## config.mk

```make
export PLATFORM = sky130hd
export DESIGN_NAME = clk_div_bank
export DESIGN_NICKNAME = d
export VERILOG_FILES = /design/src/rtl/clk_div_bank.sv
export SDC_FILE = /design/constraint.sdc
export NUM_CORES = 1
export LEC_CHECK = 0
export BUFFER_PORTS_ARGS = -buffer_cell sky130_fd_sc_hd__buf_4
export CAP_MARGIN = 40
export CORE_UTILIZATION = 42
export CTS_BUF_LIST = sky130_fd_sc_hd__clkbuf_2 sky130_fd_sc_hd__clkbuf_4 sky130_fd_sc_hd__clkbuf_8
export CTS_CLUSTER_SIZE = 24
export DETAILED_ROUTE_END_ITERATION = 8
export PLACE_DENSITY_LB_ADDON = 0.15
export SKIP_CTS_REPAIR_TIMING = 1
export SYNTH_ARGS = -nofsm -noshare
export SYNTH_HDL_FRONTEND = slang
export SYNTH_SLANG_ARGS = --single-unit
```

## constraint.sdc

```tcl
create_clock -name internal_clk -period 2.26 [get_ports internal_clk]
set_input_delay 0.113 -clock internal_clk [delete_from_list [all_inputs] [get_ports internal_clk]]
set_output_delay 0.113 -clock internal_clk [all_outputs]
set_load 0.1 [all_outputs]
```

## src/rtl/clk_div_bank.sv

```systemverilog
// clk_div_bank: NUM_CH independent programmable clock dividers sharing one
// oscillator. Each channel counts 0..tc, toggles its square wave and pulses
// tick on every wrap, so the output period is 2*(tc+1) cycles.
// Terminal counts are reprogrammed through a one-entry config stage, either
// immediately (with a channel restart) or deferred to the channel's next wrap.
// A global sync_restart phase-aligns all channels.
//
// Optional build macro: CLK_DIV_BANK_PAUSE_EN adds a 'pause' input that
// freezes every channel while high. Config applies and sync_restart still act.
module clk_div_bank #(
    parameter int NUM_CH = 3,
    parameter int CNT_W  = 27,
    parameter logic [NUM_CH*CNT_W-1:0] DIV_INIT = {27'd49999999, 27'd300000, 27'd50000000}
) (
    input  logic                internal_clk,
    input  logic                rst_n,
    input  logic [NUM_CH-1:0]   ch_en,
    input  logic                sync_restart,
`ifdef CLK_DIV_BANK_PAUSE_EN
    input  logic                pause,
`endif
    input  logic                cfg_valid,
    output logic                cfg_ready,
    input  logic [2:0]          cfg_ch,
    input  logic [CNT_W-1:0]    cfg_div,
    input  logic                cfg_restart,
    output logic                cfg_err,
    output logic [NUM_CH-1:0]   clk_out,
    output logic [NUM_CH-1:0]   tick
);

    // Channel indices are compared on all three cfg_ch bits, so aliases such
    // as 5 on a 3-channel build are rejected rather than folded onto ch1.
    localparam logic [3:0] NUM_CH_W = 4'(NUM_CH);

    // ------------------------------------------------------------------
    // Config handshake: a request transfers on a rising edge where
    // cfg_valid and cfg_ready are both 1. The fields land in a one-entry
    // stage and cfg_ready drops for exactly one cycle while the stage is
    // applied on the following edge, so at most one transfer per 2 cycles.
    // cfg_valid may be held while cfg_ready is low; nothing is lost.
    // ------------------------------------------------------------------
    logic               accept;
    logic               ch_bad;
    logic               cfg_ready_q, cfg_ready_d;
    logic               cfg_err_q,   cfg_err_d;
    logic               stg_valid_q, stg_valid_d;
    logic [2:0]         stg_ch_q,    stg_ch_d;
    logic [CNT_W-1:0]   stg_div_q,   stg_div_d;
    logic               stg_restart_q, stg_restart_d;

    // Per-channel divider state
    logic [CNT_W-1:0]   cnt_q    [NUM_CH];
    logic [CNT_W-1:0]   cnt_d    [NUM_CH];
    logic [CNT_W-1:0]   tc_q     [NUM_CH];
    logic [CNT_W-1:0]   tc_d     [NUM_CH];
    logic [CNT_W-1:0]   shadow_q [NUM_CH];
    logic [CNT_W-1:0]   shadow_d [NUM_CH];
    logic [NUM_CH-1:0]  pend_q,  pend_d;
    logic [NUM_CH-1:0]  clk_q,   clk_d;
    logic [NUM_CH-1:0]  tick_q,  tick_d;

    // Global run qualifier: pause (when built in) stops counting only.
    logic               run_en;
`ifdef CLK_DIV_BANK_PAUSE_EN
    assign run_en = ~pause;
`else
    assign run_en = 1'b1;
`endif

    // Config stage next-state: capture on accept, flag bad channels, and
    // hold ready low for the single apply cycle.
    always_comb begin
        accept        = cfg_valid & cfg_ready_q;
        ch_bad        = ({1'b0, cfg_ch} >= NUM_CH_W);
        cfg_ready_d   = ~accept;
        cfg_err_d     = accept & ch_bad;
        stg_valid_d   = accept & ~ch_bad;
        stg_ch_d      = stg_ch_q;
        stg_div_d     = stg_div_q;
        stg_restart_d = stg_restart_q;
        if (accept) begin
            stg_ch_d      = cfg_ch;
            stg_div_d     = cfg_div;
            stg_restart_d = cfg_restart;
        end
    end

    // Config stage registers; reset empties the stage and drops ready.
    always_ff @(posedge internal_clk) begin
        if (!rst_n) begin
            cfg_ready_q   <= 1'b0;
            cfg_err_q     <= 1'b0;
            stg_valid_q   <= 1'b0;
            stg_ch_q      <= '0;
            stg_div_q     <= '0;
            stg_restart_q <= 1'b0;
        end else begin
            cfg_ready_q   <= cfg_ready_d;
            cfg_err_q     <= cfg_err_d;
            stg_valid_q   <= stg_valid_d;
            stg_ch_q      <= stg_ch_d;
            stg_div_q     <= stg_div_d;
            stg_restart_q <= stg_restart_d;
        end
    end

    // Channel next-state. Priority, lowest to highest:
    //   count/wrap -> sync_restart (suppresses the wrap, keeps pend) ->
    //   staged apply. A restart apply zeroes the channel and cancels any
    //   tick; a deferred apply on a wrap edge lets the wrap use the old
    //   shadow and leaves the new value pending for the next wrap.
    always_comb begin
        cnt_d    = cnt_q;
        tc_d     = tc_q;
        shadow_d = shadow_q;
        pend_d   = pend_q;
        clk_d    = clk_q;
        tick_d   = '0;
        for (int i = 0; i < NUM_CH; i++) begin
            if (sync_restart) begin
                cnt_d[i] = '0;
                clk_d[i] = 1'b0;
            end else if (ch_en[i] && run_en) begin
                if (cnt_q[i] == tc_q[i]) begin
                    cnt_d[i]  = '0;
                    clk_d[i]  = ~clk_q[i];
                    tick_d[i] = 1'b1;
                    if (pend_q[i]) begin
                        tc_d[i]   = shadow_q[i];
                        pend_d[i] = 1'b0;
                    end
                end else begin
                    cnt_d[i] = cnt_q[i] + CNT_W'(1);
                end
            end
            if (stg_valid_q && (stg_ch_q == 3'(i))) begin
                if (stg_restart_q) begin
                    tc_d[i]   = stg_div_q;
                    cnt_d[i]  = '0;
                    clk_d[i]  = 1'b0;
                    pend_d[i] = 1'b0;
                    tick_d[i] = 1'b0;
                end else begin
                    shadow_d[i] = stg_div_q;
                    pend_d[i]   = 1'b1;
                end
            end
        end
    end

    // Channel registers; reset reloads the build-time terminal counts and
    // discards any pending shadow value.
    always_ff @(posedge internal_clk) begin
        if (!rst_n) begin
            for (int i = 0; i < NUM_CH; i++) begin
                cnt_q[i]    <= '0;
                tc_q[i]     <= DIV_INIT[i*CNT_W +: CNT_W];
                shadow_q[i] <= '0;
            end
            pend_q <= '0;
            clk_q  <= '0;
            tick_q <= '0;
        end else begin
            for (int i = 0; i < NUM_CH; i++) begin
                cnt_q[i]    <= cnt_d[i];
                tc_q[i]     <= tc_d[i];
                shadow_q[i] <= shadow_d[i];
            end
            pend_q <= pend_d;
            clk_q  <= clk_d;
            tick_q <= tick_d;
        end
    end

    assign cfg_ready = cfg_ready_q;
    assign cfg_err   = cfg_err_q;
    assign clk_out   = clk_q;
    assign tick      = tick_q;

endmodule

```

After elaboration in Yosys (flattened, before gate mapping):

Cells that the tools add are included.

* input port bits: 38
* logic and storage cells: 133
* register bits after elaboration: 286

* bitwise gates (word level): 9
* equality and inequality tests: 8
* order comparisons: 1
* multiplexer cells: 76
* add/subtract/negate cells: 3
* reductions and logical operators: 16

Operators with widths (count)
* $mux 27: 33
* $add 27x1->27 const B: 3
* $eq 27x27->1: 3
* $mux 1: 43
* $reduce_bool 2->1: 6
* $reduce_and 3->1: 3
* $ne 2x1->1 const B: 3
* $not 1->1: 6
* $reduce_and 2->1: 3
* $and 1x1->1: 3
* $eq 3x1->1 const B: 1
* $eq 3x2->1 const B: 1
* $ge 3x2->1 const B: 1
* $logic_and 1x1->1: 3
* $logic_not 3->1: 1

Depth between registers and ports, before layout:

Gate-level depths: netlist (run 1).

* depth in word-level cells: 6
* gate-level depth with buffers: 9
* gate-level depth less buffers: 7

Worst setup path before layout (run 1):

No wires, ideal clock.

* path type: flip-flop to flip-flop
* from: register cnt_q[57] in the netlist's numbering
* to: register tc_q[61] in the netlist's numbering
* setup time: 133 ps
* data required time: 2127 ps
* slack: 253 ps
* stages on the path, launching flop included: 9
* arrival: 1874 ps
* clock period less this slack: 2007 ps
* path buffers: 2
* cell sequence: dfxtp_1 > buf_2 > xnor2_1 > nand4_1 > nor4_1 > nand4_2 > buf_2 > mux2i_1 > a21oi_1

* cells in the longest elaborated chain, start to end: 6

Ends and longest elaborated chain
* from (decl): line 53 `logic [CNT_W-1:0] cnt_q [NUM_CH];`
* from (signal, indexed assignment): line 166 `cnt_q[i] <= cnt_d[i];`
* $eq 27x27->1 (*): line 125 `if (cnt_q[i] == tc_q[i]) begin`
* $mux 27 (*): line 125
* $mux 27 (*): line 124 `end else if (ch_en[i] && run_en) begin`
* $mux 27 (*): line 121 `if (sync_restart) begin`
* $mux 27: line 138 `if (stg_restart_q) begin`
* $mux 27 (*): line 137 `if (stg_valid_q && (stg_ch_q == 3'(i))) begin`
* to (signal, indexed assignment): line 158 `tc_q[i] <= DIV_INIT[i*CNT_W +: CNT_W];`
* to (signal, indexed assignment): line 167 `tc_q[i] <= tc_d[i];`
* to (decl): line 55 `logic [CNT_W-1:0] tc_q [NUM_CH];`

Mark *: on every way between the ends. The rest lies on a longest branch, timed or not.
A chain may end at the register's enable or synchronous reset.

Worst setup path after layout (run 1):

* from: register cnt_q[5] in the netlist's numbering
* to: register tc_q[15] in the netlist's numbering

The elaborated chain is that of the path after synthesis.

==> impl_metrics.py, run 1 <==
metrics = {
    "synthesis": {
        "netlist_area_um2": 12800,
        "yosysMostFrequentCell": "dfxtp_1",
        "synth_cells": 1475,
        "yosysWarningCount": 0,
        "syn_nets": 1516,
        "synthArstFlopShare_pct": 0,
        "yosys.area.top_type": "dfxtp_1",
        "synth_edf_count": 0,
        "synth_seq_cells": 286,
        "synthTopCellsByArea": "dfxtp_1, nand2_1, xnor2_1, a21boi_0, mux2i_1",
        "synth_flop_cell": "dfxtp_1",
        "ys_top_cells_by_count": "dfxtp_1, nand2_1, nor2_1, xnor2_1, a21boi_0",
        "synth_area_per_cell_um2": 8.70,
        "synth.top_cell.area_share_pct": 44.6,
        "ys_types": 50,
        "yosysSeqAreaShare_pct": 44.6,
    },
    "cts": {
        "htreeDepth": 2,
        "cts_buffer_depth": 3,
        "cts_tree": "built",
        "cts_buffers": 49,
        "clk_latency_ns": 0.57,
        "clk_pin_slew_ns": 0.06,
        "cts_root_buffer": "clkbuf_8",
        "numClockSinks": 286,
    },
    "sta": {
        "rsz0062_at_grt": "false",
        "slew_headroom_pct": 45.6,
        "drv_slew": 0,
        "fin_skew_ns": 0.0137,
        "fin_setup_tns_ns": 0,
        "whs_ns": 0.297,
        "post-route-period-util_pct": 92.1,
        "worstMarginPinSlew_ns": 0.816,
        "setup_viol": 0,
        "hold_viol_final": 0,
        "fmax_mhz": 480,
        "finalCriticalPeriod_ns": 2.08,
    },
    "pwr": {
        "clkPwrFrac_pct": 47.1,
        "power_per_cell_area_nw_per_um2": 685,
        "ir_drop_mv": 0.521,
        "power_switching_uw": 2400,
        "power_report.internal_total_uw": 8140,
        "switching_share_pct": 22.8,
        "combinationalPowerShare_pct": 3.8,
        "p_leak_uw": 0.00570,
        "p_seq_share_pct": 49.2,
    },
    "setup_path": {
        "crit_chain": "inv_1, a22o_1, a2111oi_0, nand3_1, buf_12, nor4_1, buf_4, nor3_1",
        "cp-start-kind": "flop",
        "critPathMaxFanout": 29,
        "required_ns": 2.71,
        "critPathMaxStageDelay_ns": 0.46,
        "cp-end-kind": "flop",
        "critical-path-slowest-cell": "a2111oi_0",
        "crit_type": "reg -> reg",
        "cp.arrival_ns": 2.53,
    },
    "floorplanning": {
        "die_h_um": 177,
        "rows": 63,
        "die_w_um": 177,
        "io_pins": 46,
        "dieArea_um2": 31200,
        "initial_core_util_pct": 42.9,
        "core_area_um2": 29900,
    },
    "flow_run": {
        "drv_cap": 0,
    },
    "detailed_routing": {
        "drc": 0,
        "wl_per_cell_um": 18.1,
        "viasPerCell": 5.41,
        "drt-pass1-iter-count": 7,
        "via_count": 10812,
        "ant_nets": 0,
        "drt_iter0_drc": 686,
        "totalWireLength_um": 36100,
    },
    "cells_and_area": {
        "instances_no_fill": 2000,
        "area_growth_pct": 19.8,
        "nets": 1617,
        "num_antenna_cells": 0,
        "final_layout_size_suffix_gt1_share_pct": 13.5,
        "postLayoutCellArea_um2": 15400,
    },
    "global_route": {
        "busiest_layer": "met2",
        "grt_start_max_net_pins": 86,
        "grtUsageTotal_pct": 23.0,
        "grt_overflow": 0,
        "globalRouteMet1Util_pct": 33.4,
        "grt_pass1_wl_um": 56200,
        "antenna_found_initial": 0,
        "grt_use_met3_pct": 3.95,
        "use_met2_pct": 35.0,
        "grt_pass1_vias": 9933,
    },
    "placed_design": {
        "io_buffers": 45,
        "place_congestion": 0.850,
        "hpwl_um": 24000,
        "dpl-instance-area_um2": 13900,
        "place_inst": 1878,
    },
    "outcome": {
        "status": "complete, no violations",
    },
    "hold_path": {
        "hp-class": "in -> reg",
    },
}
==> per-stage QoR <==
step / total power, uW / util [%] / setup slack (ns)
6_report: 10500 / 51.5 / 0.177
5_1_grt: 10900 / 51.5 / 0.0163
4_1_cts: 10600 / 50.1 / 0.0855
3_5_place_dp: 5630 / 46.6 / 0.122
3_3_place_gp: 5630 / 46.6 / 0.149
2_1_floorplan: 5430 / - / 0.253
==> power groups by stage <==
stage / Sequential (uW) / Clock [uW] / Combinational, uW
2_1_floorplan: 5240 / 0 / 193
3_3_place_gp: 5290 / 0 / 345
3_5_place_dp: 5290 / 0 / 344
4_1_cts: 5180 / 5060 / 345
5_1_grt: 5180 / 5300 / 428
6_report: 5180 / 4960 / 398
==> logic make-up after synthesis <==
family	Yosys count	synth area share, %
multiplexers	47	3.67
AND/OR/NAND/NOR	613	24.1
XOR/XNOR	138	9.42
buffers and inverters	127	4.00
AO/OA/AOI/OAI	261	13.9
adder cells (fa/ha/maj)	3	0.293
flip-flops	286	44.6
==> worst max-delay path: cells and delay by family (launching register included) <==
family                 cells  cell delay (ns)
AOI/OAI and AO/OA          2             0.66
and+or+nand+nor            3             0.53
buffers and inverters      3             0.45
DFF                        1             0.33
==> routing by layer <==
| layer | share of wire, % | vias to the layer above |
|---|---|---|
| met2 | 44 | 283 |
| met1 | 48 | 5107 |
| li1 | - | 5376 |
| met3 | 5.9 | 46 |
| met4 | 2.0 | 0 |
| met5 | 0 | - |
==> final timing paths <==
check | start | endpoint | slack [ns] | cells past startpoint
max | cnt_q[5]$_SDFF_PN0_ | tc_q[15]$_SDFF_PN1_ | 0.18 | 8
min | cfg_div[11] | stg_div_q[11]$_SDFFE_PN0P_ | 0.30 | 3
max reg2reg | cnt_q[5]$_SDFF_PN0_ | tc_q[15]$_SDFF_PN1_ | 0.18 | 8
min reg2reg | shadow_q[20]$_SDFFE_PN0P_ | shadow_q[20]$_SDFFE_PN0P_ | 0.46 | 2
==> layout make-up <==
class / instances / area, um2
Clock buffer: 82 / 1030
Clock inverter: 3 / 21.3
Sequential cell: 286 / 5730
Inverter: 26 / 97.6
Timing Repair Buffer: 151 / 1360
Fill cell: 2856 / 14500
Multi-Input combinational cell: 1062 / 6650
Tap cell: 390 / 488
==> cells in the final DEF, fill, tap and decap left out, types with 3 or more instances in the layout <==
cell	instances
dfxtp_1	285
nand2_1	203
nor2_1	124
buf_4	103
xnor2_1	87
a21boi_0	83
clkbuf_8	67
xor2_1	51
nand3_1	48
mux2i_1	47
nand4_1	43
o21ai_0	40
a21oi_1	39
dlygate4sd3_1	37
nor3_1	36
a22o_1	33
nand3b_1	30
a31oi_1	27
inv_1	26
nor4_1	22
nor3b_1	16
clkbuf_4	15
and3_1	14
nand2b_1	13
and4b_1	11
o22ai_1	11
nor2b_1	10
o31ai_1	10
buf_12	10
nor4b_1	9
and2_1	6
a311oi_1	6
and4_1	6
nor4_4	4
or2_2	3
ha_1	3
==> state kept, by name (all words and copies together) (netlist names) <==
register / cells
cfg_err: 1
cfg_ready: 1
clk_out: 3
cnt_q: 81
pend_q: 3
shadow_q: 81
stg_ch_q: 3
stg_div_q: 27
stg_restart_q: 1
stg_valid_q: 1
tc_q: 81
tick: 3
Power figures use the tool's default switching activity.
==> run 2, diff against run 1 <==
Settings changed: CTS_BUF_LIST sky130_fd_sc_hd__clkbuf_2 sky130_fd_sc_hd__clkbuf_4 sky130_fd_sc_hd__clkbuf_8 to sky130_fd_sc_hd__clkbuf_8.
==> impl_metrics.py, run 2 (synthesis results as in run 1) <==
metrics = {
    "cells_and_area": {
        "postLayoutCellArea_um2": 15300,
        "fillers": 2863,
        "area_growth_pct": 19.4,
        "instances_no_fill": 2000,
        "nets": 1617,
        "num_antenna_cells": 0,
        "final_layout_size_suffix_gt1_share_pct": 12.6,
        "final_common_cell": "dfxtp_1",
        "regArea_um2": 5730,
        "top_regs": "cnt_q (81), shadow_q (81), tc_q (81)",
        "mostFrequentLayoutCells": "dfxtp_1, nand2_1, nor2_1",
        "multi_input_area_um2": 6650,
    },
    "flow_run": {
        "drv_cap": 0,
    },
    "cts": {
        "clk_pin_slew_ns": 0.06,
        "htreeDepth": 2,
        "cts_buffer_depth": 3,
        "cts_root_buffer": "clkbuf_8",
        "cts_buffers": 49,
        "cts_tree": "built",
        "clk_latency_ns": 0.56,
        "numClockSinks": 286,
    },
    "floorplanning": {
        "die_h_um": 177,
        "die_w_um": 177,
        "io_pins": 46,
        "rows": 63,
        "initial_core_util_pct": 42.9,
        "core_area_um2": 29900,
        "dieArea_um2": 31200,
    },
    "sta": {
        "worst_slack_ns": 0.181,
        "setup_viol": 0,
        "fmax_mhz": 481,
        "worstMarginPinSlew_ns": 0.826,
        "drv_slew": 0,
        "finalCriticalPeriod_ns": 2.08,
        "rsz0062_at_grt": "false",
        "fin_setup_tns_ns": 0,
        "slew_headroom_pct": 44.9,
        "hold_viol_final": 0,
        "fin_skew_ns": 0.00945,
        "post-route-period-util_pct": 92.0,
    },
    "setup_path": {
        "crit_buf_inv": 3,
        "worst-r2r-cell-count": 8,
        "critPathMaxStageDelay_ns": 0.46,
        "critical-path-slowest-cell": "a2111oi_0",
        "worstReg2RegStart": "cnt_q[5]$_SDFF_PN0_",
        "crit_type": "reg -> reg",
        "cp-start-kind": "flop",
        "critPathMaxFanout": 29,
        "cp-end-kind": "flop",
        "cp.arrival_ns": 2.53,
        "required_ns": 2.71,
        "regToRegSetupSlack_ns": 0.18,
        "crit_family": "compound AO/OA/AOI/OAI gates",
        "r2r_end": "tc_q[15]$_SDFF_PN1_",
        "crit_chain": "inv_1, a22o_1, a2111oi_0, nand3_1, buf_12, nor4_1, buf_4, nor3_1",
    },
    "detailed_routing": {
        "ant_nets": 0,
        "totalWireLength_um": 36000,
        "viasPerCell": 5.40,
        "drc": 0,
        "via_count": 10797,
        "wl_per_cell_um": 18.0,
        "drt-pass1-iter-count": 5,
        "drt_iter0_drc": 694,
    },
    "placed_design": {
        "place_congestion": 0.850,
        "pre_cts_slack_ns": 0.122,
        "dpl-instance-area_um2": 13900,
        "io_buffers": 45,
        "hpwl_um": 24000,
        "place_inst": 1878,
    },
    "global_route": {
        "grt_start_max_net_pins": 86,
        "grt_pass1_vias": 9917,
        "grtUsageTotal_pct": 23.0,
        "grt_overflow": 0,
        "grt_pass1_wl_um": 56100,
        "antenna_found_initial": 0,
    },
    "pwr": {
        "ir_drop_mv": 0.520,
        "p_leak_uw": 0.00571,
        "power_per_cell_area_nw_per_um2": 671,
    },
    "outcome": {
        "status": "complete, no violations",
    },
    "hold_path": {
        "hold_end": "stg_div_q[11]$_SDFFE_PN0P_",
        "whs_path_depth": 3,
        "hp-class": "in -> reg",
        "holdCritStartpoint": "cfg_div[11]",
    },
}
run 2: layer usage:
layer,global-route usage [%],wire [um]
met1,33.4,17500
met5,0,0
met2,35.0,15800
met3,3.95,2060
met4,5.75,708
run 2: tightest hold or removal path, cell delays in order:
cell	delay, ns
dlygate4sd3_1	0.52
buf_4	0.09
a22o_1	0.10
run 2: worst max-delay path by stage:
| stage | from | end | slack [ns] | cells after the start |
|---|---|---|---|---|
| 2_1_floorplan | cnt_q[57]$_SDFF_PN0_ | tc_q[61]$_SDFF_PN1_ | 0.25 | 8 |
| 3_3_place_gp | cnt_q[0]$_SDFF_PN0_ | tc_q[9]$_SDFF_PN0_ | 0.15 | 7 |
| 3_5_place_dp | cnt_q[32]$_SDFF_PN0_ | tc_q[35]$_SDFF_PN1_ | 0.12 | 7 |
| 4_1_cts | cnt_q[32]$_SDFF_PN0_ | tc_q[32]$_SDFF_PN1_ | 0.09 | 7 |
| 5_1_grt | cnt_q[24]$_SDFF_PN0_ | tc_q[9]$_SDFF_PN0_ | 0.02 | 7 |
| 6_report | cnt_q[5]$_SDFF_PN0_ | tc_q[15]$_SDFF_PN1_ | 0.18 | 8 |
run 2: final cells by class:
| cell class | instances | area share, % |
|---|---|---|
| Sequential cell | 286 | 37.4 |
| Timing Repair Buffer | 151 | 8.85 |
| Clock inverter | 18 | 0.506 |
| Inverter | 26 | 0.637 |
| Multi-Input combinational cell | 1062 | 43.4 |
| Clock buffer | 67 | 6.02 |
| Tap cell | 390 | 3.19 |
run 2: power by group:
group	leakage (uW)	switching [uW]	internal, uW	total (uW)
Sequential	0.00231	102	5080	5180
Combinational	0.00283	208	190	398
Clock	0.000570	2090	2620	4700
Total	0.00571	2400	7890	10300
run 2: per-stage QoR:
step	power (uW)	hold slack, ns	utilization, %
floorplan	5430	0.239	-
global placement	5630	0.323	46.6
detailed placement	5630	0.325	46.6
CTS	10300	-0.272	49.9
global route	10700	0.271	51.3
finish	10300	0.295	51.3
